===== src/rtl/spi_regfile_burst_if.sv =====
// ---------------------------------------------------------------------------
// spi_regfile_burst_if
// SPI mode-0 pin bundle shared by the controller (bench or pad ring) and the
// register-file peripheral.
//   nCS     : chip select, active low          (master -> slave)
//   SCLK    : serial clock                     (master -> slave)
//   COPI    : controller-out data              (master -> slave)
//   cipo    : peripheral-out data              (slave  -> master)
//   cipo_oe : pad output enable for cipo       (slave  -> master)
// ---------------------------------------------------------------------------
interface spi_regfile_burst_if;
  logic nCS;
  logic SCLK;
  logic COPI;
  logic cipo;
  logic cipo_oe;

  modport master (output nCS, SCLK, COPI, input  cipo, cipo_oe);
  modport slave  (input  nCS, SCLK, COPI, output cipo, cipo_oe);
endinterface


===== src/rtl/spi_regfile_burst.sv =====
// ---------------------------------------------------------------------------
// spi_regfile_burst
// SPI mode-0 peripheral owning a NUM_REGS x DATA_W control register file.
// Frame: R/W bit (1 = write), ADDR_W-bit start address, then any number of
// DATA_W-bit words, MSB first. Addresses auto-increment and wrap after
// NUM_REGS-1. Reads return the register value captured when the word is
// loaded into the transmit shifter.
// Ports:
//   clk, rst   : system clock, synchronous active-high reset
//   spi        : SPI pin bundle (slave modport)
//   regs_out   : flat register bus, register k at [k*DATA_W +: DATA_W]
//   wr_strobe  : one-cycle pulse per committed register write
//   wr_addr    : address of that write, valid with wr_strobe
//   frame_err  : one-cycle pulse on a rejected or aborted frame
//   busy       : high while a frame is being processed
// ---------------------------------------------------------------------------
module spi_regfile_burst #(
  parameter int                NUM_REGS  = 9,
  parameter int                DATA_W    = 8,
  parameter int                ADDR_W    = 7,
  parameter logic [DATA_W-1:0] RESET_VAL = '0
) (
  input  logic                       clk,
  input  logic                       rst,
  spi_regfile_burst_if.slave         spi,
  output logic [NUM_REGS*DATA_W-1:0] regs_out,
  output logic                       wr_strobe,
  output logic [ADDR_W-1:0]          wr_addr,
  output logic                       frame_err,
  output logic                       busy
);

  localparam int IDX_W   = (NUM_REGS > 1) ? $clog2(NUM_REGS) : 1;
  localparam int CNT_MAX = (ADDR_W + 1 > DATA_W) ? ADDR_W + 1 : DATA_W;
  localparam int CNT_W   = $clog2(CNT_MAX);

  localparam logic [CNT_W-1:0]  CMD_LAST   = CNT_W'(ADDR_W);
  localparam logic [CNT_W-1:0]  DATA_LAST  = CNT_W'(DATA_W - 1);
  localparam logic [IDX_W-1:0]  IDX_LAST   = IDX_W'(NUM_REGS - 1);
  localparam logic [ADDR_W:0]   NUM_REGS_A = (ADDR_W + 1)'(NUM_REGS);

  typedef enum logic [1:0] {S_IDLE, S_CMD, S_DATA, S_DROP} state_t;

  // Synchronisers. They reset to 0 so that a frame already running when
  // reset is released never produces a falling edge: nCS must first be seen
  // high before the next fall can start a frame.
  logic [2:0] r_ncs_s;
  logic [2:0] r_sclk_s;
  logic [1:0] r_copi_s;

  // NOTE: every sequential block uses non-blocking assignments so all flops
  // sample the same pre-edge values regardless of statement order.
  always_ff @(posedge clk) begin
    if (rst) begin
      r_ncs_s  <= '0;
      r_sclk_s <= '0;
      r_copi_s <= '0;
    end else begin
      r_ncs_s  <= {r_ncs_s[1:0], spi.nCS};
      r_sclk_s <= {r_sclk_s[1:0], spi.SCLK};
      r_copi_s <= {r_copi_s[0], spi.COPI};
    end
  end

  logic w_ncs_fall, w_ncs_rise, w_sclk_rise, w_sclk_fall, w_copi;
  assign w_ncs_fall  = ~r_ncs_s[1] &  r_ncs_s[2];
  assign w_ncs_rise  =  r_ncs_s[1] & ~r_ncs_s[2];
  assign w_sclk_rise =  r_sclk_s[1] & ~r_sclk_s[2];
  assign w_sclk_fall = ~r_sclk_s[1] &  r_sclk_s[2];
  assign w_copi      =  r_copi_s[1];

  state_t            r_state;
  logic [CNT_W-1:0]  r_bit_cnt;
  logic [ADDR_W-1:0] r_cmd_sr;
  logic [DATA_W-2:0] r_rx;
  logic [DATA_W-1:0] r_tx;
  logic              r_skip;     // suppress the shift on the fall after a reload
  logic              r_rw;
  logic              r_oe;
  logic              r_busy;
  logic              r_wr_strobe;
  logic [ADDR_W-1:0] r_wr_addr;
  logic              r_frame_err;
  logic [IDX_W-1:0]  r_cur;
  logic [DATA_W-1:0] r_regs [NUM_REGS];

  logic [ADDR_W:0]   w_cmd_next;
  logic [IDX_W-1:0]  w_a_idx;
  logic              w_addr_bad;
  logic [DATA_W-1:0] w_rx_next;
  logic [IDX_W-1:0]  w_next_idx;
  logic              w_data_last;

  assign w_cmd_next  = {r_cmd_sr, w_copi};
  assign w_a_idx     = IDX_W'(w_cmd_next[ADDR_W-1:0]);
  assign w_addr_bad  = {1'b0, w_cmd_next[ADDR_W-1:0]} >= NUM_REGS_A;
  assign w_rx_next   = {r_rx, w_copi};
  assign w_next_idx  = (r_cur == IDX_LAST) ? '0 : r_cur + 1'b1;
  assign w_data_last = w_sclk_rise && (r_bit_cnt == DATA_LAST);

  always_ff @(posedge clk) begin
    if (rst) begin
      r_state     <= S_IDLE;
      r_bit_cnt   <= '0;
      r_cmd_sr    <= '0;
      r_rx        <= '0;
      r_tx        <= '0;
      r_skip      <= 1'b0;
      r_rw        <= 1'b0;
      r_oe        <= 1'b0;
      r_busy      <= 1'b0;
      r_wr_strobe <= 1'b0;
      r_wr_addr   <= '0;
      r_frame_err <= 1'b0;
      r_cur       <= '0;
      // NOTE: the register file is explicitly reset because its contents are
      // architectural state seen on regs_out, not scratch storage.
      for (int k = 0; k < NUM_REGS; k++) r_regs[k] <= RESET_VAL;
    end else begin
      r_wr_strobe <= 1'b0;
      r_frame_err <= 1'b0;
      unique case (r_state)
        S_IDLE: begin
          if (w_ncs_fall) begin
            r_state   <= S_CMD;
            r_bit_cnt <= '0;
            r_busy    <= 1'b1;
          end
        end

        S_CMD: begin
          if (w_sclk_rise) begin
            r_cmd_sr  <= w_cmd_next[ADDR_W-1:0];
            r_bit_cnt <= r_bit_cnt + 1'b1;
            if (r_bit_cnt == CMD_LAST) begin
              r_bit_cnt <= '0;
              r_rw      <= w_cmd_next[ADDR_W];
              if (w_addr_bad) begin
                r_frame_err <= 1'b1;
                r_state     <= S_DROP;
              end else begin
                r_cur   <= w_a_idx;
                r_state <= S_DATA;
                if (!w_cmd_next[ADDR_W]) begin
                  r_tx   <= r_regs[w_a_idx];
                  r_skip <= 1'b1;
                  r_oe   <= 1'b1;
                end
              end
            end
          end
          if (w_ncs_rise) begin
            r_state <= S_IDLE;
            r_busy  <= 1'b0;
            r_oe    <= 1'b0;
            r_tx    <= '0;
            if (!(w_sclk_rise && r_bit_cnt == CMD_LAST)) r_frame_err <= 1'b1;
          end
        end

        S_DATA: begin
          if (w_sclk_rise) begin
            r_rx      <= w_rx_next[DATA_W-2:0];
            r_bit_cnt <= r_bit_cnt + 1'b1;
            if (r_bit_cnt == DATA_LAST) begin
              r_bit_cnt <= '0;
              r_cur     <= w_next_idx;
              if (r_rw) begin
                r_regs[r_cur] <= w_rx_next;
                r_wr_strobe   <= 1'b1;
                r_wr_addr     <= ADDR_W'(r_cur);
              end else begin
                r_tx   <= r_regs[w_next_idx];
                r_skip <= 1'b1;
              end
            end
          end
          if (w_sclk_fall && !r_rw) begin
            if (r_skip) r_skip <= 1'b0;
            else        r_tx   <= {r_tx[DATA_W-2:0], 1'b0};
          end
          // A word finishing on the same cycle as nCS rising still commits
          // above; only a genuinely partial word is an error.
          if (w_ncs_rise) begin
            r_state <= S_IDLE;
            r_busy  <= 1'b0;
            r_oe    <= 1'b0;
            r_tx    <= '0;
            if ((r_bit_cnt != '0 || w_sclk_rise) && !w_data_last)
              r_frame_err <= 1'b1;
          end
        end

        S_DROP: begin
          if (w_ncs_rise) begin
            r_state <= S_IDLE;
            r_busy  <= 1'b0;
          end
        end

        default: r_state <= S_IDLE;
      endcase
    end
  end

  // r_tx is only ever loaded on read frames and is cleared at frame end, so
  // its MSB is 0 during CMD, DROP and write frames.
  assign spi.cipo    = r_tx[DATA_W-1];
  assign spi.cipo_oe = r_oe;
  assign wr_strobe   = r_wr_strobe;
  assign wr_addr     = r_wr_addr;
  assign frame_err   = r_frame_err;
  assign busy        = r_busy;

  for (genvar k = 0; k < NUM_REGS; k++) begin : g_regs_out
    assign regs_out[k*DATA_W +: DATA_W] = r_regs[k];
  end

endmodule


===== src/flat_wrapper.sv =====
// flat-port wrapper written by rule: the top's interface ports become plain ports
module spi_regfile_burst_flat 
#(
  parameter int                NUM_REGS  = 9,
  parameter int                DATA_W    = 8,
  parameter int                ADDR_W    = 7,
  parameter logic [DATA_W-1:0] RESET_VAL = '0
)
  (clk, rst, regs_out, wr_strobe, wr_addr, frame_err, busy, spi_nCS, spi_SCLK, spi_COPI, spi_cipo, spi_cipo_oe);
  spi_regfile_burst_if spi_i ();
  input  logic clk;
  input  logic rst;
  output logic [NUM_REGS*DATA_W-1:0] regs_out;
  output logic wr_strobe;
  output logic [ADDR_W-1:0] wr_addr;
  output logic frame_err;
  output logic busy;
  input wire logic [$bits(spi_i.nCS)-1:0] spi_nCS;
  input wire logic [$bits(spi_i.SCLK)-1:0] spi_SCLK;
  input wire logic [$bits(spi_i.COPI)-1:0] spi_COPI;
  output wire logic [$bits(spi_i.cipo)-1:0] spi_cipo;
  output wire logic [$bits(spi_i.cipo_oe)-1:0] spi_cipo_oe;
  assign spi_i.nCS = spi_nCS;
  assign spi_i.SCLK = spi_SCLK;
  assign spi_i.COPI = spi_COPI;
  assign spi_cipo = spi_i.cipo;
  assign spi_cipo_oe = spi_i.cipo_oe;
  spi_regfile_burst #(.NUM_REGS(NUM_REGS), .DATA_W(DATA_W), .ADDR_W(ADDR_W), .RESET_VAL(RESET_VAL)) u_core (.clk(clk), .rst(rst), .spi(spi_i), .regs_out(regs_out), .wr_strobe(wr_strobe), .wr_addr(wr_addr), .frame_err(frame_err), .busy(busy));
endmodule

===== config.mk =====
export PLATFORM = sky130hd
export DESIGN_NAME = spi_regfile_burst_flat
export DESIGN_NICKNAME = d
export VERILOG_FILES = /design/src/rtl/spi_regfile_burst_if.sv /design/src/rtl/spi_regfile_burst.sv /design/src/flat_wrapper.sv
export SDC_FILE = /design/constraint.sdc
export NUM_CORES = 1
export LEC_CHECK = 0
export CORE_MARGIN = 5
export CORE_UTILIZATION = 40
export DETAILED_ROUTE_END_ITERATION = 7
export PLACE_DENSITY = 0.55
export SKIP_CTS_REPAIR_TIMING = 1
export SLEW_MARGIN = 10
export SYNTH_ARGS = -nofsm -noshare
export SYNTH_HDL_FRONTEND = slang
export SYNTH_SLANG_ARGS = --single-unit

===== constraint.sdc =====
create_clock -name clk -period 3.3 [get_ports clk]
set_input_delay 0.66 -clock clk [delete_from_list [all_inputs] [get_ports clk]]
set_output_delay 0.66 -clock clk [all_outputs]
set_load 0.02 [all_outputs]

# ---- After elaboration in Yosys (flattened, before gate mapping)
# Memories as Yosys holds them, arrays and structs flattened.
# Cells that the tools add are included.
dict set report classes {
  order_cmp 1
  n_reduce_logical 25
  mux 64
  bitwise 8
  n_eq_ne 20
  add_sub_neg 2
}
# operator n
set ops {}
lappend ops {{$mux 8} 12}
lappend ops {{$mux 1} 29}
lappend ops {{$mux 4} 7}
lappend ops {{$ne 2x1->1 const B} 9}
lappend ops {{$pmux 8 s2} 1}
lappend ops {{$reduce_and 6->1} 2}
lappend ops {{$mux 2} 5}
lappend ops {{$reduce_and 5->1} 2}
lappend ops {{$mux 3} 3}
lappend ops {{$pmux 1 s2} 4}
lappend ops {{$pmux 4 s2} 1}
lappend ops {{$reduce_and 4->1} 2}
lappend ops {{$reduce_or 8->1} 1}
lappend ops {{$ge 7x4->1 const B} 1}
lappend ops {{$ne 3x1->1 const B} 2}
lappend ops {{$ne 3x2->1 const B} 2}
lappend ops {{$pmux 2 s3} 1}
lappend ops {{$pmux 3 s2} 1}
lappend ops {{$reduce_and 2->1} 3}
lappend ops {{$reduce_and 3->1} 2}
lappend ops {{$add 4x1->4 const B} 1}
lappend ops {{$and 1x1->1} 4}
lappend ops {{$eq 2x2->1 const B} 2}
lappend ops {{$eq 4x4->1 const B} 1}
lappend ops {{other kinds (13)} 22}
dict set report totals {
  out_inout_bits 84
  wordCells 137
  inputBits 5
  reg_bits 49
  ram_bits 72
  mem_count 1
}
# memory depth word_bits rd rd_clocked_by_memory_dff write_ports line
set mem_list {}
lappend mem_list {u_core.r_regs 9 8 11 0 9 spi_regfile_burst.sv:85} ;# logic [DATA_W-1:0] r_regs [NUM_REGS];

# ---- Depth between registers and ports, before layout
# An unclocked memory read counts as a cell.
dict set report depth {
  word_depth 10
  mapped_depth 11
}

# ---- Worst setup path after synthesis
# Ideal clock, no wire load.
dict set report synth_path {
  path_type {reg2reg}
  from {register u_core.r_cur[0]}
  to {register u_core.r_tx[5]}
  period_less_slack_ps 2687
  path_stages_with_launch 11
  setup_time_ps 125
  arrival_time_ps 2562
  required_time_ps 3175
  path_slack_ps 613
  cell_sequence {dfxtp_1 > buf_6 > inv_1 > ha_1 > buf_2 > buf_1 > clkbuf_1 > mux4_2 > o22ai_1 > nor3_1 > o41a_1}
}
dict set report synth_via {
  elab_chain_len 10
  elab_cells_between_ends 11
}
# element line
set synth_rtl {}
lappend synth_rtl {{start, declared} spi_regfile_burst.sv:84} ;# logic [IDX_W-1:0] r_cur;
lappend synth_rtl {{start signal, assigned} spi_regfile_burst.sv:142} ;# r_cur <= w_a_idx;
lappend synth_rtl {{start signal, assigned} spi_regfile_burst.sv:167} ;# r_cur <= w_next_idx;
lappend synth_rtl {{$add 4x1->4 / $eq 4x4->1 (equally long branches)} spi_regfile_burst.sv:98} ;# assign w_next_idx = (r_cur == IDX_LAST) ? '0 : r_cur + 1'b1;
lappend synth_rtl {{$mux 4 (*)} spi_regfile_burst.sv:98}
lappend synth_rtl {{$mem_v2 9x8 (*)} -}
lappend synth_rtl {{$mux 8 (*)} spi_regfile_burst.sv:168} ;# if (r_rw) begin
lappend synth_rtl {{$mux 8 (*)} spi_regfile_burst.sv:165} ;# if (r_bit_cnt == DATA_LAST) begin
lappend synth_rtl {{$mux 8 (*)} spi_regfile_burst.sv:162} ;# if (w_sclk_rise) begin
lappend synth_rtl {{$mux 8} spi_regfile_burst.sv:179} ;# if (r_skip) r_skip <= 1'b0;
lappend synth_rtl {{$mux 8 (*)} spi_regfile_burst.sv:178} ;# if (w_sclk_fall && !r_rw) begin
lappend synth_rtl {{$mux 8 (*)} spi_regfile_burst.sv:184} ;# if (w_ncs_rise) begin
lappend synth_rtl {{$pmux 8 s2 (*)} spi_regfile_burst.sv:122} ;# unique case (r_state)
lappend synth_rtl {{end signal, assigned} spi_regfile_burst.sv:145} ;# r_tx <= r_regs[w_a_idx];
lappend synth_rtl {{end signal, assigned} spi_regfile_burst.sv:173} ;# r_tx <= r_regs[w_next_idx];
lappend synth_rtl {{end signal, assigned} spi_regfile_burst.sv:180} ;# else r_tx <= {r_tx[DATA_W-2:0], 1'b0};
lappend synth_rtl {{end, declared} spi_regfile_burst.sv:76} ;# logic [DATA_W-1:0] r_tx;
# Mark *: on every way between the ends. The rest lies on a longest branch, timed or not.
# A chain may end at the register's enable or synchronous reset.

# ---- Worst setup path in the final report
dict set report layout_path {
  from {register u_core.r_cur[1]}
  to {register u_core.r_tx[7]}
}
# Same word-level chain as after synthesis.

==> results.cfg <==
[cells_and_area]
syn_to_final_growth_pct = 19.6
fillers = 1992
drive_above_1_share_pct = 15.1
nets = 845
n_antenna_cell = 0
final_cell_mix = edfxtp_1, clkdlybuf4s50_1, and2_1
final_common_cell = edfxtp_1

[yosys]
avgSynthCellArea_um2 = 12.5
synth-adder-area-share_pct = 1.64
ys_ff_latch = 177
syn_inst = 736
muxShareOfSynthArea_pct = 17.4
synth_edf_count = 128
synth_warnings = 0
synthDistinctLibCells = 66
syn_area_um2 = 9170
synth-simple-area-share_pct = 16.1
seq_area_frac_synth_pct = 52.6
synth-compound-area-share_pct = 8.83
yosys.area_share.xor_xnor_pct = 0
synth-main-ff-cell = edfxtp_1
synth_top_family_by_area = multiplexers
async_reset_ff_share_pct = 0

[global_route]
globalRouteTotalUtil_pct = 21.5
grt_pass1_vias = 6760
grt_pass1_wl_um = 41600
antenna_found_initial = 0
overflow = 0
grt_start_max_net_pins = 49

[routing]
firstDrtPassIters = 5
ant_nets = 0
wl_per_cell_um = 24.7
routed_wl_um = 27800
vias_per_cell = 5.90
drc = 0
vias = 6646
drt_iter0_markers = 613

[setup_path]
rrSetupSlack_ns = 0.44
crit_required_ns = 3.63
end_kind = flop
arrival_ns = 3.19
path_max_fanout = 19
reg2reg_from = u_core.r_cur[1]$_SDFFE_PP0P_
start_kind = flop
rr_endpoint = u_core.r_tx[7]$_SDFFE_PP0P_
path_class = flop to flop
ff2ff_path_depth = 8

[hold_path]
hold-path-cell-count = 1
hold_path.class = flop to flop
worstHoldEndpoint = u_core.r_copi_s[1]$_SDFF_PP0_
worstHoldStart = u_core.r_copi_s[0]$_SDFF_PP0_

[clock_tree]
cts.clk_slew.worst_paths_ns = 0.07
htreeDepth = 4
cts.sinks = 177
tritoncts = done
clock_latency_ns = 0.44
numCtsBuffers = 17
clk_path_buf_depth = 2
cts_root_buf = clkbuf_16

[timing]
final.setup.tns_ns = 0
rsz0062_at_grt = no
fin_crit_ns = 2.86
layout_setup_ws_ns = 0.440
period_share_pct = 86.7
drv_slew = 0
tightestPinTransition_ns = 0.837
finClkSkew_ns = 0.00963
setup_viol = 0
relSlewSlack_pct = 44.0
finalHoldViolCount = 0
fmax_mhz = 350

[power_and_ir_drop]
worst_ir_drop_vdd_v = 0.000336
p_leak_nw = 3.85
power.density_nw_per_um2 = 493

[floorplanning]
fp.coreArea_um2 = 22600
fp-row-count = 55
fp.dieH_um = 161
die_area_um2 = 26100
start_util_pct = 40.5
die_w_um = 161
io_pins = 89

[place]
pre_cts_ws_ns = 0.468
io_buffers = 85
post-dp-hpwl_um = 20300
finalWeightedCongestion = 0.882

[run_status]
status = completed

[flow_run]
max-cap-violations = 0
[final cells by class]
cell class,instances,area (um2),area share [%]
tap,285,357,3.25
inverter,11,41.3,0.376
clock inverter,15,146,1.33
timing repair buffer,122,1140,10.4
sequential,177,4830,44.0
multi-input combinational,499,4040,36.8
clock buffer,17,425,3.88
[power breakdown]
group | switching (mW) | leakage (nW) | internal [mW]
sequential | 0.0773 | 1.66 | 2.44
clock | 0.970 | 0.280 | 0.999
combinational | 0.520 | 1.91 | 0.406
total | 1.57 | 3.85 | 3.84
[worst max path at each step]
stage                                              to  slack [ns]                          from
final                     u_core.r_tx[7]$_SDFFE_PP0P_        0.44  u_core.r_cur[1]$_SDFFE_PP0P_
after global routing      u_core.r_tx[7]$_SDFFE_PP0P_        0.24  u_core.r_cur[1]$_SDFFE_PP0P_
after CTS                 u_core.r_tx[7]$_SDFFE_PP0P_        0.44  u_core.r_cur[1]$_SDFFE_PP0P_
after detailed placement  u_core.r_tx[7]$_SDFFE_PP0P_        0.47  u_core.r_cur[1]$_SDFFE_PP0P_
after global placement    u_core.r_tx[7]$_SDFFE_PP0P_        0.57  u_core.r_cur[1]$_SDFFE_PP0P_
after floorplan           u_core.r_tx[5]$_SDFFE_PP0P_        0.61  u_core.r_cur[0]$_SDFFE_PP0P_
[cells by family (layout without fill, tap and decap cells)]
family | count (synthesis) | count (layout)
simple gates | 270 | 270
other cells | 1 | 3
buf+inv | 62 | 165
mux | 97 | 97
compound gates | 117 | 117
fa+ha+maj | 12 | 12
flops | 177 | 177
[metal layers]
layer	wire, um	up-vias	GRT usage (%)
li1	-	2978	-
met1	11800	3378	27.5
met2	13800	244	36.1
met3	1420	46	5.08
met4	722	0	6.86
met5	0	-	0
[critical path: stages, from the launching register on]
cell and delay [ns]:
dfxtp_1 0.50, inv_1 0.11, ha_1 0.28, and3b_4 0.24
nor2_8 0.36, mux4_1 0.62, o221ai_1 0.19, a221oi_1 0.11
o311a_1 0.33
[synth_stat cells (5+ instances only)]
cell type  number  area, um2
a2111oi_0       5       43.8
a211oi_1        6       45.0
a21oi_1        31        155
a221oi_1        7       61.3
a22oi_1         7       52.6
a31oi_1         5       31.3
and2_1         75        469
buf_2          12       60.1
buf_4           5       37.5
clkbuf_1       26       97.6
dfxtp_1        49        981
edfxtp_1      128       3840
ha_1           12        150
inv_1          11       41.3
mux2i_1        48        480
mux4_1         12        315
mux4_2         34        766
nand2_1        49        184
nand2b_1        9       56.3
nand3_1        10       50.1
nand4_1         7       43.8
nor2_1         54        203
nor2b_1        20        125
nor3_1         15       75.1
nor3_2          5       50.1
o21ai_0        16       80.1
o22ai_1        10       62.6
or2_2           6       37.5
[sequential cells by signal, summed over array words and instances, names as in the netlist]
| register | count |
|---|---|
| u_core.r_cur | 4 |
| u_core.r_state | 2 |
| u_core.r_skip | 1 |
| u_core.r_sclk_s | 3 |
| u_core.frame_err | 1 |
| u_core.r_bit_cnt | 3 |
| u_core.spi.cipo_oe | 1 |
| u_core.wr_strobe | 1 |
| u_core.r_rw | 1 |
| u_core.r_ncs_s | 3 |
| u_core.r_regs | 128 |
| u_core.r_rx | 7 |
| u_core.r_cmd_sr | 7 |
| u_core.busy | 1 |
| u_core.r_copi_s | 2 |
| u_core.r_tx | 8 |
| u_core.wr_addr | 4 |
[per-stage QoR]
stage               util (%)  total power, mW  std cells  instance area (um2)  hold slack (ns)
detailed placement      45.9             3.48       1094                10400            0.429
global route            48.5             5.62       1126                11000            0.438
global placement        45.9             3.46       1094                10400            0.428
floorplan                  -             3.20        738                 9180            0.414
CTS                     48.5             5.44       1126                11000            0.431
finish                  48.5             5.41       1126                11000            0.439
Note: power is estimated with default switching activity, not from simulation.
